--- src/rtl/add_accum_pkg.sv ---
// Shared definitions for the add_accum frame accumulator: state encodings,
// default widths and a helper for sizing the sample counter.
package add_accum_pkg;

    typedef enum logic [1:0] {
        ST_IDLE  = 2'b00,
        ST_ACCUM = 2'b01,
        ST_HOLD  = 2'b10
    } state_t;

    localparam int DEF_IN_W  = 4;
    localparam int DEF_ACC_W = 8;

    // Counter must reach COUNT itself, so it needs one bit beyond clog2.
    function automatic int cnt_width(input int count);
        return $clog2(count) + 1;
    endfunction

endpackage

--- src/rtl/add_sat.sv ---
// Combinational ACC_W-bit adder with carry-out detection; optionally clamps
// the result to all-ones when the carry-out is set.
module add_sat
    import add_accum_pkg::*;
#(
    parameter int ACC_W    = DEF_ACC_W,
    parameter bit SATURATE = 1'b1
) (
    input  logic [ACC_W-1:0] a_i,
    input  logic [ACC_W-1:0] b_i,
    output logic [ACC_W-1:0] sum_o,
    output logic             ovf_o
);

    logic [ACC_W:0] wide;

    // Widened sum; bit ACC_W is the overflow indication.
    always_comb begin
        wide  = {1'b0, a_i} + {1'b0, b_i};
        ovf_o = wide[ACC_W];
        if (wide[ACC_W] && SATURATE) begin
            sum_o = '1;
        end else begin
            sum_o = wide[ACC_W-1:0];
        end
    end

endmodule

--- src/rtl/add_accum.sv ---
// Frame accumulator: sums exactly COUNT unsigned samples per frame and holds
// the total plus a sticky overflow flag until the consumer takes it.
//
// state    | meaning
// ---------+-----------------------------------------------------------
// ST_IDLE  | no partial frame; next accepted sample starts a new frame
// ST_ACCUM | frame partially accumulated, waiting for more samples
// ST_HOLD  | frame complete; result presented until out_ready
module add_accum
    import add_accum_pkg::*;
#(
    parameter int IN_W     = DEF_IN_W,
    parameter int ACC_W    = DEF_ACC_W,
    parameter int COUNT    = 4,
    parameter bit SATURATE = 1'b1
) (
    input  logic             clk,
    input  logic             rst,
    input  logic             clear,
    input  logic             in_valid,
    output logic             in_ready,
    input  logic [IN_W-1:0]  in_data,
    output logic             out_valid,
    input  logic             out_ready,
    output logic [ACC_W-1:0] out_sum,
    output logic             out_ovf,
    output logic             busy
);

    localparam int CW = cnt_width(COUNT);
    localparam logic [CW-1:0] LAST_IDX = CW'(COUNT - 1);

    state_t            state_q, state_d;
    logic [ACC_W-1:0]  acc_q, acc_d;
    logic [CW-1:0]     cnt_q, cnt_d;
    logic              ovf_q, ovf_d;

    logic [ACC_W-1:0]  in_ext;
    logic [ACC_W-1:0]  add_sum;
    logic              add_ovf;

    assign in_ext = ACC_W'(in_data);

    add_sat #(
        .ACC_W    (ACC_W),
        .SATURATE (SATURATE)
    ) u_add_sat (
        .a_i   (acc_q),
        .b_i   (in_ext),
        .sum_o (add_sum),
        .ovf_o (add_ovf)
    );

    // State and datapath registers.
    always_ff @(posedge clk or posedge rst) begin
        if (rst) begin
            state_q <= ST_IDLE;
            acc_q   <= '0;
            cnt_q   <= '0;
            ovf_q   <= 1'b0;
        end else begin
            state_q <= state_d;
            acc_q   <= acc_d;
            cnt_q   <= cnt_d;
            ovf_q   <= ovf_d;
        end
    end

    // Next-state logic; clear aborts everything and accepts nothing.
    always_comb begin
        state_d = state_q;
        acc_d   = acc_q;
        cnt_d   = cnt_q;
        ovf_d   = ovf_q;
        if (clear) begin
            state_d = ST_IDLE;
            acc_d   = '0;
            cnt_d   = '0;
            ovf_d   = 1'b0;
        end else begin
            case (state_q)
                ST_IDLE: begin
                    if (in_valid) begin
                        acc_d   = in_ext;
                        cnt_d   = CW'(1);
                        ovf_d   = 1'b0;
                        state_d = (COUNT == 1) ? ST_HOLD : ST_ACCUM;
                    end
                end
                ST_ACCUM: begin
                    if (in_valid) begin
                        acc_d = add_sum;
                        cnt_d = cnt_q + CW'(1);
                        ovf_d = ovf_q | add_ovf;
                        if (cnt_q == LAST_IDX) begin
                            state_d = ST_HOLD;
                        end
                    end
                end
                ST_HOLD: begin
                    if (out_ready) begin
                        state_d = ST_IDLE;
                        acc_d   = '0;
                        cnt_d   = '0;
                        ovf_d   = 1'b0;
                    end
                end
                default: begin
                    state_d = ST_IDLE;
                    acc_d   = '0;
                    cnt_d   = '0;
                    ovf_d   = 1'b0;
                end
            endcase
        end
    end

    // Outputs decoded from registered state only.
    always_comb begin
        in_ready  = (state_q != ST_HOLD);
        out_valid = (state_q == ST_HOLD);
        busy      = (state_q == ST_ACCUM);
        out_sum   = out_valid ? acc_q : '0;
        out_ovf   = out_valid & ovf_q;
    end

endmodule

--- config.mk ---
export PLATFORM = sky130hd
export DESIGN_NAME = add_accum
export DESIGN_NICKNAME = d
export VERILOG_FILES = /design/src/rtl/add_accum_pkg.sv /design/src/rtl/add_sat.sv /design/src/rtl/add_accum.sv
export SDC_FILE = /design/constraint.sdc
export NUM_CORES = 1
export LEC_CHECK = 0
export ABC_AREA = 1
export CAP_MARGIN = 0
export CORE_MARGIN = 2
export CORE_UTILIZATION = 40
export CTS_CLUSTER_DIAMETER = 150
export DETAILED_ROUTE_END_ITERATION = 6
export GPL_TIMING_DRIVEN = 0
export HOLD_SLACK_MARGIN = 0.12
export PLACE_DENSITY_LB_ADDON = 0.3
export RECOVER_POWER = 100
export SLEW_MARGIN = 5
export SYNTH_ARGS = -nofsm -noshare
export SYNTH_HDL_FRONTEND = slang
export SYNTH_SLANG_ARGS = --single-unit
--- constraint.sdc ---
create_clock -name clk -period 2.3 [get_ports clk]
set_input_delay 0.345 -clock clk [delete_from_list [all_inputs] [get_ports clk]]
set_output_delay 0.345 -clock clk [all_outputs]
set_load 0.005 [all_outputs]
==> qor.csv, run 1 <==
stage,metric,value,unit
timing,FMAX,460,MHz
worst_setup_path,R2R depth,10,
clock_network,Clock Sinks,14,
detailed_routing,WL/cell,11.1,µm
clock_network,root buffer cell,clkbuf_4,
grt,initial antenna violation count,0,
yosys,XOR/XNOR Fraction of Synth Area,0,%
clock_network,Clock Tree Buf Depth,2,
power_and_ir_drop,Pleak,0.000678,µW
worst_setup_path,crit path from,state_q[0],
clock_network,CTS resizes,0,
finish,final core occ,52.8,%
detailed_routing,DRT Pass-1 Iters,4,
finish,layout cell share with drive strength beyond 1,7.69,%
floorplanning,num ports,21,
yosys,Post-Syn Nets,174,
timing,fin crit share,94.5,%
worst_setup_path,Critical Path AT,1830,ps
worst_setup_path,Critical Path RT,1960,ps
timing,unrepaired setup endpoints after global routing,false,
finish,area growth from synthesis to layout,24.4,%
timing,Final Hold Fails,0,
clock_network,"Reg clk slew, reported paths",90,ps
yosys,mux cell area share after synthesis,0,%
grt,largest net degree at the start of global routing,15,
grt,grt total ovfl,0,
timing,setup TNS,0,ps
yosys,Compound-Gate Fraction of Synth Area,9.51,%
worst_setup_path,r2r endpoint,acc_q[2],
placement,placed insts,208,
run,Max-Cap Viols,0,
detailed_routing,number of DRC markers in iteration 0,19,
timing,Final Skew,4.56,ps
grt,first-pass GRT wire length,3950,µm
floorplanning,Die X,55.3,µm
clock_network,setup bufs post-CTS,0,
detailed_routing,Detailed Route WL,2350,µm
yosys,Mapped Area,0.00105,mm²
yosys,sequential-to-total area share from yosys stat,33.3,%
detailed_routing,via count,1035,
placement,gpl congestion,0.815,
placement,Post-DP HPWL,1860,µm
grt,GRT Total Usage,15.5,%
hold_path,worst hold path class,reg -> reg,
yosys,post-synthesis adder-cell area fraction,9.04,%
yosys,largest family of logic cells by synthesized area,simple AND/OR/NAND/NOR gates,
worst_setup_path,end of the critical path,in_ready,
timing,final setup fails,0,
detailed_routing,Residual DRC,0,
floorplanning,total die area,0.00306,mm²
clock_network,cts bufs inserted,3,
yosys,Mapped Avg Cell Area,6.66,µm²
finish,fin cells,212,
finish,# diodes,0,
finish,"most common cell after layout, fill and taps aside",nand2_1,
worst_setup_path,CP endpoint kind,output port,
timing,Worst-Margin Slew,538,ps
floorplanning,Starting Density,42.5,%
worst_setup_path,WS Path Type,reg -> out,
run_status,status,"finished, final reports clean",
yosys,synth unique cells,23,
detailed_routing,vias per inst,4.88,
yosys,Ys Warns,0,
timing,crit path time final,2170,ps
detailed_routing,post-route ant nets,0,
worst_setup_path,Worst R2R Setup Slack,340,ps
worst_setup_path,RR Startpoint,acc_q[0],
timing,max_slew headroom,64.1,%
clock_network,H-tree depth,1,
grt,vias in the first global route,974,
power_and_ir_drop,PD cells,541,mW/mm²
clock_network,CTS tree,done,
clock_network,clock insertion delay at the later pin of the skew report,280,ps
placement,IO Port Bufs,20,
floorplanning,CORE AREA,0.00248,mm²
worst_setup_path,crit-path max FO,10,
worst_setup_path,CP Launch Type,flop,
finish,nets,199,
power_and_ir_drop,maximum vdd drop,0.344,mV
yosys,Synth Register Bits,14,
floorplanning,num rows,18,
floorplanning,Die H,55.3,µm
clock_network,hold_buf cts,0,
finish,most frequent cells in the layout,"53 x nand2_1, 26 x inv_1, 18 x nor2_1",
yosys,Synth Instances,158,
timing,max-slew violations,0,
yosys,area share of and/or/nand/nor cells after synthesis,36.7,%
## kinds of logic (layout without fill, tap and decap cells)
| kind of cell | count (synthesis) | after routing |
|---|---|---|
| AOI/OAI and AO/OA | 17 | 17 |
| buffers and inverters | 30 | 54 |
| adders and majority gates | 7 | 7 |
| DFF | 14 | 14 |
| and+or+nand+nor | 90 | 90 |
## worst max-delay path, cell delays in order, from the launching register on
cell             delay [ps]
dfrtp_1                 380
inv_1                    90
nand2_1                  90
clkbuf_1                380
clkdlybuf4s50_1         610
## stage by stage
| step | setup WS (ps) | area (µm²) | hold WS, ps | total power, µW |
|---|---|---|---|---|
| after floorplan | 559 | 1050 | 234 | 470 |
| after global placement | -138 | 1290 | 469 | 534 |
| after detailed placement | -168 | 1290 | 476 | 544 |
| after CTS | 122 | 1330 | 425 | 722 |
| after global routing | 28.6 | 1310 | 529 | 766 |
| final | 127 | 1310 | 497 | 708 |
## cells in the mapped netlist (all sizes together)
| cell | n | area [µm²] |
|---|---|---|
| nand2 | 57 | 229 |
| a21oi | 5 | 28.8 |
| fa | 1 | 20.0 |
| dfrtp | 14 | 350 |
| nand3 | 13 | 70.1 |
| o211ai | 1 | 12.5 |
| nand4 | 1 | 6.26 |
| inv | 28 | 105 |
| nor2 | 19 | 81.3 |
| clkbuf | 1 | 3.75 |
| ha | 6 | 75.1 |
| o21a | 1 | 7.51 |
| o21ai | 9 | 45.0 |
| o22ai | 1 | 6.26 |
| buf | 1 | 11.3 |
## where the power goes
part	internal, µW	switching, µW
registers	272	23.5
clock network	96.2	81.4
logic	92.3	143
## flip-flops by register name, indices dropped and copies added, names as in the netlist
register and flops:
acc_q 8, cnt_q 3, ovf_q 1, state_q 2
## final cells by class
type	count	area, µm²
fill	261	1170
multi-input combinational	114	571
sequential	14	350
timing repair buffer	20	200
inverter	28	105
tap	30	37.5
clock buffer	4	36.3
buffer	2	8.76
## per-layer routing
metal	GRT usage [%]	wire (µm)
met1	18.7	1110
met2	27.9	1140
met4	5.57	27
met3	2.11	68
met5	0	0
## worst min-delay path by stage
stage	slack (ps)	cells past startpoint	start	to
2_1_floorplan	230	1	rst	acc_q[0]
3_3_place_gp	470	2	cnt_q[1]	cnt_q[1]
3_5_place_dp	480	2	cnt_q[1]	cnt_q[1]
4_1_cts	430	2	rst	state_q[1]
5_1_grt	530	2	cnt_q[1]	cnt_q[1]
6_report	500	2	cnt_q[1]	cnt_q[1]
Note: power is estimated with default switching activity, not from simulation.
==> inputs of run 2 (changes only) <==
ABC_AREA = 0   (was 1)
==> run 2 against run 1 <==
Compared with the run above: core utilization fell by 0.39 points; flip-flop and latch count did not move; non-clock buffer count did not move; clock skew fell by 1.6 ps; clock-buffer cell count did not move; setup slack got worse by 37 ps; maximum frequency fell by 1.7%; worst hold slack improved by 17 ps.
==> qor.csv, run 2 <==
stage,metric,value,unit,change
finish,Regs by FF count,"acc_q (8), cnt_q (3), state_q (2)",,
timing,final setup fails,0,,unchanged
floorplanning,total die area,0.00288,mm²,-5.6%
clock_network,Clock Sinks,14,,unchanged
hold_path,hold path start,acc_q[0],,
placement,Post-DP HPWL,1850,µm,-0.28%
floorplanning,Starting Density,41.0,%,-1.5 points
yosys,number of synthesized flops with an enable pin,0,,unchanged
worst_setup_path,WS Path Type,reg -> out,,
finish,max reg flops,8,,unchanged
worst_setup_path,Critical Path AT,1870,ps,+40 ps
worst_setup_path,Worst R2R Setup Slack,260,ps,-80 ps
timing,Final Hold Fails,0,,unchanged
yosys,asr flop ratio synth,100,%,unchanged
finish,area growth from synthesis to layout,27.8,%,
yosys,most frequent cell after synthesis,dfrtp_1,,
power_and_ir_drop,maximum vdd drop,0.472,mV,+37%
clock_network,setup bufs post-CTS,0,,unchanged
yosys,Yosys top cell by area,dfrtp_1,,
yosys,Synth Instances,109,,-31%
detailed_routing,WL/cell,14.4,µm,+31%
grt,GRT Total Usage,19.2,%,+3.7 points
placement,pre-CTS setup slack,-328,ps,-160 ps
timing,Final Skew,2.99,ps,-1.57 ps
detailed_routing,DRT Pass-1 Iters,4,,unchanged
finish,final core occ,52.4,%,-0.39 points
power_and_ir_drop,Clock power frac,33.0,%,+7.9 points
floorplanning,Die H,53.7,µm,-2.9%
finish,layout cell share with drive strength beyond 1,9.77,%,+2.1 points
power_and_ir_drop,PD cells,446,mW/mm²,-17%
timing,FMAX,452,MHz,-1.7%
finish,most frequent cells in the layout,"14 x dfrtp_1, 11 x dlygate4sd3_1, 10 x o21ai_0",,
timing,max_slew headroom,51.9,%,-12 points
clock_network,CTS tree,done,,
placement,gpl congestion,0.819,,+0.53%
detailed_routing,Residual DRC,0,,unchanged
yosys,Mapped Area,988,µm²,-6.1%
finish,largest register by flop count,acc_q,,
placement,IO Port Bufs,20,,unchanged
finish,post-layout instance area,0.00126,mm²,-3.4%
clock_network,"Reg clk slew, reported paths",90,ps,about the same
worst_setup_path,Critical Path RT,1960,ps,about the same
floorplanning,CORE AREA,0.00241,mm²,-2.7%
worst_setup_path,R2R depth,6,,-4
worst_setup_path,r2r endpoint,acc_q[1],,
yosys,Mapped Avg Cell Area,9.07,µm²,+36%
placement,Post-DP Area,0.00123,mm²,-4.9%
timing,Hold WS,514,ps,+17.4 ps
hold_path,WHS Endpoint,acc_q[0],,
timing,max-slew violations,0,,unchanged
timing,crit path time final,2210,ps,+37.3 ps
finish,# diodes,0,,unchanged
yosys,Post-Syn Nets,125,,-28%
floorplanning,num rows,18,,unchanged
detailed_routing,via count,921,,-11%
clock_network,Clock Tree Buf Depth,2,,unchanged
detailed_routing,number of DRC markers in iteration 0,18,,-1
hold_path,worst hold path depth,2,,unchanged
yosys,Synth area leaders,"dfrtp_1 35%, ha_1 7.6%, and2_1 6.3%, o21ai_0 5.1%, a21oi_1 4.6%",,
detailed_routing,Detailed Route WL,2350,µm,+0.34%
worst_setup_path,crit-path max FO,10,,unchanged
clock_network,root buffer cell,clkbuf_4,,
grt,grt total ovfl,0,,unchanged
finish,nets,150,,-25%
hold_path,worst hold path class,reg -> reg,,
power_and_ir_drop,Pleak,0.000536,µW,-21%
power_and_ir_drop,register share of total power,47.0,%,+5.3 points
yosys,Most used DFF post-synth,dfrtp_1,,
power_and_ir_drop,PnR Total Power,564,µW,-20%
grt,first-pass GRT wire length,3980,µm,+0.71%
run_status,status,"finished, final reports clean",,
clock_network,hold_buf cts,0,,unchanged
yosys,Yosys top cell area share,35.4,%,+2.1 points
timing,fin crit share,96.1,%,+1.6 points
power_and_ir_drop,Gate power share,20.1,%,-13 points
detailed_routing,vias per inst,5.65,,+16%
yosys,Ys Warns,0,,unchanged
detailed_routing,post-route ant nets,0,,unchanged
power_and_ir_drop,Psw,162,µW,-35%
floorplanning,num ports,21,,unchanged
power_and_ir_drop,Switching Share,28.7,%,-6.3 points
worst_setup_path,CP endpoint kind,output port,,
finish,"most common cell after layout, fill and taps aside",dfrtp_1,,
timing,Worst-Margin Slew,720,ps,+182 ps
grt,initial antenna violation count,0,,unchanged
timing,slack of the critical path,89.9,ps,-37.3 ps
yosys,most frequent cells after synthesis,"14 x dfrtp_1, 10 x and2_1, 10 x o21ai_0",,
worst_setup_path,CP Launch Type,flop,,
grt,vias in the first global route,886,,-9.0%
grt,largest net degree at the start of global routing,15,,unchanged
yosys,synth unique cells,36,,+57%
yosys,sequential-to-total area share from yosys stat,35.4,%,+2.1 points
clock_network,cts bufs inserted,3,,unchanged
clock_network,clock insertion delay at the later pin of the skew report,280,ps,about the same
run,Max-Cap Viols,0,,unchanged
timing,unrepaired setup endpoints after global routing,false,,
yosys,Synth Register Bits,14,,unchanged
clock_network,H-tree depth,1,,unchanged
floorplanning,Die X,53.7,µm,-2.9%
finish,fill count,234,,-10%
power_and_ir_drop,cell internal pwr,402,µW,-13%
worst_setup_path,RR Startpoint,acc_q[0],,
run 2: cell count changes in the layout (fill, tap and decap cells not counted), sizes merged, moves of 3 or more:
cell / before / now
nand2: 57 / 5
inv: 28 / 6
and2: 0 / 10
nand3: 13 / 3
nor2: 19 / 9
clkdlybuf4s50: 17 / 9
dlygate4sd3: 3 / 11
nor3b: 0 / 5
a21oi: 5 / 9
a31oi: 0 / 4
nor3: 0 / 3
run 2: critical path, stage by stage, from the launching register on:
cell and delay (ps):
dfrtp_1 510, clkbuf_1 370, nor2b_1 180, clkdlybuf4s50_1 510
run 2: per-stage QoR:
stage | std cells | TNS (ps)
2_1_floorplan | 109 | 0
3_3_place_gp | 159 | -1400
3_5_place_dp | 159 | -1880
4_1_cts | 163 | 0
5_1_grt | 163 | 0
6_report | 163 | 0
run 2: worst max-delay path by stage:
stage / slack [ps] / depth (start not counted) / endpoint / startpoint
finish: 90 / 3 / busy / state_q[0]
global placement: -290 / 7 / acc_q[7] / in_data[0]
global route: 10 / 3 / busy / state_q[0]
detailed placement: -330 / 7 / acc_q[7] / in_data[0]
floorplan: 270 / 6 / acc_q[7] / acc_q[0]
CTS: 30 / 7 / acc_q[7] / in_data[0]
run 2: layer usage:
| layer | wire length [µm] | track usage (%) |
|---|---|---|
| met2 | 1190 | 32.7 |
| met1 | 1040 | 24.2 |
| met3 | 102 | 5.28 |
| met5 | 0 | 0 |
| met4 | 18 | 3.85 |
run 2: logic make-up (layout without fill, tap and decap cells):
family / count (synthesis) / after routing / synth area share [%]
simple gates: 42 / 42 / 26.2
compound gates: 37 / 37 / 24.7
flops: 14 / 14 / 35.4
buf+inv: 8 / 32 / 3.16
fa+ha+maj: 7 / 7 / 9.62
xor+xnor: 1 / 1 / 0.886
run 2: area by class of cell:
type / count / area (µm²) / area share, %
repair buffers: 20 / 200 / 15.8
inverters: 6 / 22.5 / 1.78
multi-input cells: 87 / 608 / 48.1
well taps: 30 / 37.5 / 2.97
clock buffers: 4 / 36.3 / 2.87
plain buffers: 2 / 8.76 / 0.693
flip-flops and latches: 14 / 350 / 27.7
run 2: timing repair:
item,4_1_cts,5_1_grt
pin swaps,0,2
gates resized for setup,1,2
setup endpoints to repair,1,3
run 2: power groups by stage:
stage          clock network [µW]  logic, µW  registers (µW)
2_1_floorplan                   0       75.0             267
3_3_place_gp                    0        109             269
3_5_place_dp                    0        112             270
4_1_cts                       188        116             265
5_1_grt                       203        128             267
6_report                      186        113             265
